$ cat config.mk
export PLATFORM = sky130hd
export DESIGN_NAME = transposer_wr_drain
export DESIGN_NICKNAME = d
export VERILOG_FILES = /design/src/rtl/transposer_wr_drain.sv
export SDC_FILE = /design/constraint.sdc
export NUM_CORES = 2
export LEC_CHECK = 0
export CORE_AREA = 2 2 420 422
export DETAILED_ROUTE_END_ITERATION = 16
export DIE_AREA = 0 0 422 424
export GPL_ROUTABILITY_DRIVEN = 0
export PLACE_DENSITY = 0.83
export SLEW_MARGIN = 20
export SYNTH_ARGS = -nofsm -noshare
export SYNTH_HDL_FRONTEND = slang
export SYNTH_SLANG_ARGS = --single-unit
$ cat constraint.sdc
create_clock -name clk -period 13.65 [get_ports clk]
set_input_delay 1.365 -clock clk [delete_from_list [all_inputs] [get_ports clk]]
set_output_delay 1.365 -clock clk [all_outputs]
set_load 0.01 [all_outputs]
$ cat src/rtl/transposer_wr_drain.sv
// Write-side drain stage behind the transposer: buffers every write beat in a small FIFO
// and replays the beats to the output-buffer write port under a valid/ready handshake.
module transposer_wr_drain #(
  parameter int AW    = 16,
  parameter int BUFFD = 64,
  parameter int FD    = 4
) (
  input  logic                   clk,
  input  logic                   reset_n,
  input  logic                   init_pulse,
  input  logic [AW-1:0]          waddr,
  input  logic [BUFFD*8-1:0]     wdata,
  input  logic                   wdata_vld,
  input  logic                   finish,
  output logic [AW-1:0]          mem_waddr,
  output logic [BUFFD*8-1:0]     mem_wdata,
  output logic                   mem_wvld,
  input  logic                   mem_wrdy,
  output logic                   done,
  output logic                   overflow,
  output logic [AW-1:0]          wr_cnt,
  output logic [$clog2(FD):0]    level
);

  localparam int PW = $clog2(FD);
  localparam int LW = PW + 1;
  localparam int DW = BUFFD * 8;

  typedef enum logic [1:0] {IDLE, RUN, DRAIN, DONE} state_t;

  state_t        state;
  logic [PW-1:0] wr_ptr;
  logic [PW-1:0] rd_ptr;
  logic [AW-1:0] addr_mem [FD];
  logic [DW-1:0] data_mem [FD];

  logic full;
  logic empty;
  logic push_req;
  logic push_acc;
  logic pop;

  assign full  = (level == LW'(FD));
  assign empty = (level == '0);

  // Valid comes only from registered occupancy, so it never depends on mem_wrdy.
  assign mem_wvld = !empty;
  assign pop      = mem_wvld && mem_wrdy && !init_pulse;
  assign push_req = wdata_vld && ((state == RUN) || (state == DRAIN)) && !init_pulse;
  // A full FIFO still takes a beat when the head leaves in the same cycle.
  assign push_acc = push_req && (!full || pop);

  // Storage is gated to zero while empty so outputs are clean out of reset.
  assign mem_waddr = mem_wvld ? addr_mem[rd_ptr] : '0;
  assign mem_wdata = mem_wvld ? data_mem[rd_ptr] : '0;

  // NOTE: FIFO storage has no reset; entries are only read after being written,
  // and leaving it unreset keeps the wide data array out of the reset tree.
  always_ff @(posedge clk) begin
    if (push_acc) begin
      addr_mem[wr_ptr] <= waddr;
      data_mem[wr_ptr] <= wdata;
    end
  end

  // NOTE: all sequential state uses non-blocking assignments so every register
  // samples the pre-edge values regardless of statement order.
  always_ff @(posedge clk or negedge reset_n) begin
    if (!reset_n) begin
      state    <= IDLE;
      wr_ptr   <= '0;
      rd_ptr   <= '0;
      level    <= '0;
      wr_cnt   <= '0;
      overflow <= 1'b0;
      done     <= 1'b0;
    end else if (init_pulse) begin
      state    <= RUN;
      wr_ptr   <= '0;
      rd_ptr   <= '0;
      level    <= '0;
      wr_cnt   <= '0;
      overflow <= 1'b0;
      done     <= 1'b0;
    end else begin
      if (push_acc) wr_ptr <= wr_ptr + PW'(1);
      if (pop) begin
        rd_ptr <= rd_ptr + PW'(1);
        wr_cnt <= wr_cnt + AW'(1);
      end

      if (push_acc && !pop)      level <= level + LW'(1);
      else if (!push_acc && pop) level <= level - LW'(1);

      if (push_req && !push_acc) overflow <= 1'b1;

      case (state)
        RUN: if (finish) state <= DRAIN;
        DRAIN: begin
          // A beat landing this very cycle still has to drain before completion.
          if (empty && !push_acc) begin
            state <= DONE;
            done  <= 1'b1;
          end
        end
        default: state <= state;
      endcase
    end
  end

endmodule

==> impl_metrics.json <==
{
  "grt_max_degree": 157,
  "drt_iter0_markers": 3683,
  "cp.required_ns": 12.28,
  "post-route-period-util_pct": 47.0,
  "hold_path.class": "flip-flop to flip-flop",
  "postCtsSetupRepairBufs": 0,
  "synthArstFlopShare_pct": 1.26,
  "syn_area_per_cell_sq_um": 23.3,
  "p_per_area_nw_per_um2": 188,
  "die_area_sq_um": 179000,
  "ant_nets": 0,
  "core_area_sq_um": 175000,
  "htree_levels": 4,
  "drtPass1Iterations": 5,
  "synth_compound_area_share_pct": 0.263,
  "routedWlPerCell_microns": 26.9,
  "whs_ns": 0.534,
  "synth-simple-area-share_pct": 4.50,
  "fmax_mhz": 156,
  "grt_overflow": 0,
  "worst_pin_slew_ns": 1.31,
  "p_leak_nw": 31.4,
  "worstSetupPathType": "flip-flop to output port",
  "nets": 5205,
  "final_cell_mix": "edfxtp_1, clkdlybuf4s50_1, mux4_2, and2_1, clkbuf_16",
  "dpl.hpwl_microns": 119000,
  "syn_inst": 3512,
  "grtUsageTotal_pct": 21.3,
  "die_h_microns": 424,
  "synth_nets": 4054,
  "clkTransAtPathRegs_ns": 0.06,
  "final_max_slew_viol_count": 0,
  "netlist_area_sq_um": 81800,
  "port_buffers": 1083,
  "start_util_pct": 46.8,
  "cts_buffer_depth": 3,
  "drv_cap": 0,
  "finalCriticalPeriod_ns": 6.42,
  "drc": 0,
  "place_ws_ns": 7.71,
  "grt_pass1_wl_microns": 281000,
  "synth_seq_cells": 2139,
  "via_count": 40600,
  "yosysSeqAreaShare_pct": 78.3,
  "synth_xor_area_share_pct": 0.150,
  "cp-end-kind": "output port",
  "setup_viol": 0,
  "via_per_inst": 5.61,
  "worst_slack_ns": 7.23,
  "status": "finished, final reports clean",
  "ctsResizeCount": 0,
  "final_common_cell": "edfxtp_1",
  "ys_warn_count": 0,
  "clock-sinks": 2139,
  "cts-root-buf": "clkbuf_16",
  "synth.distinct_cells": 51,
  "hold_buffers": 0,
  "max-vdd-ir-drop_mv": 0.211,
  "skew_ns": 0.0473,
  "cts_inserted_buffers": 206,
  "rows": 154,
  "pin_count": 1084,
  "crit_arrival_ns": 5.05,
  "muxShareOfSynthArea_pct": 14.6,
  "crit_fanout": 142,
  "relSlewSlack_pct": 12.4,
  "cp-start-kind": "flip-flop",
  "hold_viol": 0,
  "antenna_found_initial": 78,
  "cts_tree": "done",
  "grt_pass1_vias": 41900,
  "drive_gt1_share_pct": 17.8,
  "synthAdderAreaFrac_pct": 0.132,
  "rsz0062_at_grt": "false",
  "synth_top_family_by_area": "multiplexers",
  "area_delta_synth_final_pct": 23.6,
  "routed_wl_microns": 195000,
  "synth-main-ff-cell": "edfxtp_1",
  "die_width_microns": 422,
  "synth_edf_count": 2112,
  "clk_latency_ns": 0.86
}
## worst paths after layout
check / start / end / slack (ns) / cells past startpoint
setup / recovery: level[1] / mem_wdata[350] / 7.23 / 6
hold / removal: overflow / overflow / 0.53 / 2
setup reg to reg: state[0] / data_mem[2][254] / 8.81 / 7
hold reg to reg: overflow / overflow / 0.53 / 2
max in group asynchronous: reset_n / rd_ptr[0] / 12.43 / 2
min in group asynchronous: reset_n / level[1] / 0.89 / 2
## state kept, by name, summed over array words and instances (netlist names)
signal and flops:
rd_ptr 2, state 2, level 3, addr_mem 64
overflow 1, wr_cnt 16, done 1, wr_ptr 2
data_mem 2048
## critical path: stages, from the launching register on
cell	delay, ns
dfrtp_1	0.64
nor3_2	0.19
inv_8	0.61
buf_4	0.71
buf_4	0.75
and2_1	0.34
clkdlybuf4s50_1	0.69
## power by group
part	switching [W]	leakage, nW	internal [W]
sequential	0.000156	19.5	0.00775
clock	0.00243	3.09	0.00296
combinational	0.00279	8.84	0.00288
total	0.00537	31.4	0.0136
## cell families (layout without fill, tap and decap cells)
family          Yosys count  in the layout
flops                  2139           2139
simple gates            596            596
mux                     531            531
buf+inv                 193           1514
compound gates           31             31
xor+xnor                 14             14
fa+ha+maj                 8              8
other cells               0             67
## layout make-up
cell class / instances / area [sq um]
timing repair buffer: 1128 / 11400
sequential: 2139 / 64100
clock buffer: 248 / 5310
multi-input combinational: 1180 / 16100
fill: 12100 / 73900
antenna: 67 / 168
tap: 2340 / 2930
clock inverter: 130 / 1100
inverter: 8 / 37.5
## through the flow
step / util (%) / area (sq um) / setup TNS (ns) / cells / power, W
after floorplan: - / 81800 / -753.13 / 3512 / 0.0114
after global placement: 54.0 / 94500 / 0 / 6794 / 0.0136
after detailed placement: 54.0 / 94500 / 0 / 6794 / 0.0137
after CTS: 57.7 / 101000 / 0 / 7172 / 0.0191
after global routing: 57.8 / 101000 / 0 / 7229 / 0.0196
final: 57.8 / 101000 / 0 / 7240 / 0.0190
## synthesized netlist by cell type (2+ instances only)
library cell  count  area share, %
o21ai_0           5          0.031
nor3_1            4          0.024
nand2_1           6          0.028
nor2b_1           2          0.015
and4_1            2          0.021
buf_4             3          0.028
nand4_1           3          0.023
o211ai_1          2          0.018
nor2_1           21          0.096
mux2_2            2          0.028
buf_8             9           0.17
and2_1          532            4.1
xnor2_1           7          0.075
mux4_2          528             15
ha_1              7           0.11
and3_1            2          0.015
buf_2            57           0.35
or3_1             4          0.031
buf_6             4          0.055
nor3b_1           2          0.018
edfxtp_1       2112             78
inv_1             7          0.032
xor2_1            7          0.075
nand3_1          10          0.061
a21oi_1           9          0.055
dfrtp_1          27           0.83
clkbuf_1         66           0.30
buf_12           45            1.1
a31oi_1           5          0.038
## routing by layer
metal / vias to the layer above / part of all wire [%] / global-route usage, %
li1: 16900 / - / -
met2: 2025 / 50 / 34.5
met3: 505 / 8.6 / 5.95
met5: - / 0.057 / 0
met1: 21200 / 35 / 25.6
met4: 18 / 6.1 / 12.6
No activity file was read; power rests on OpenSTA's default activity.
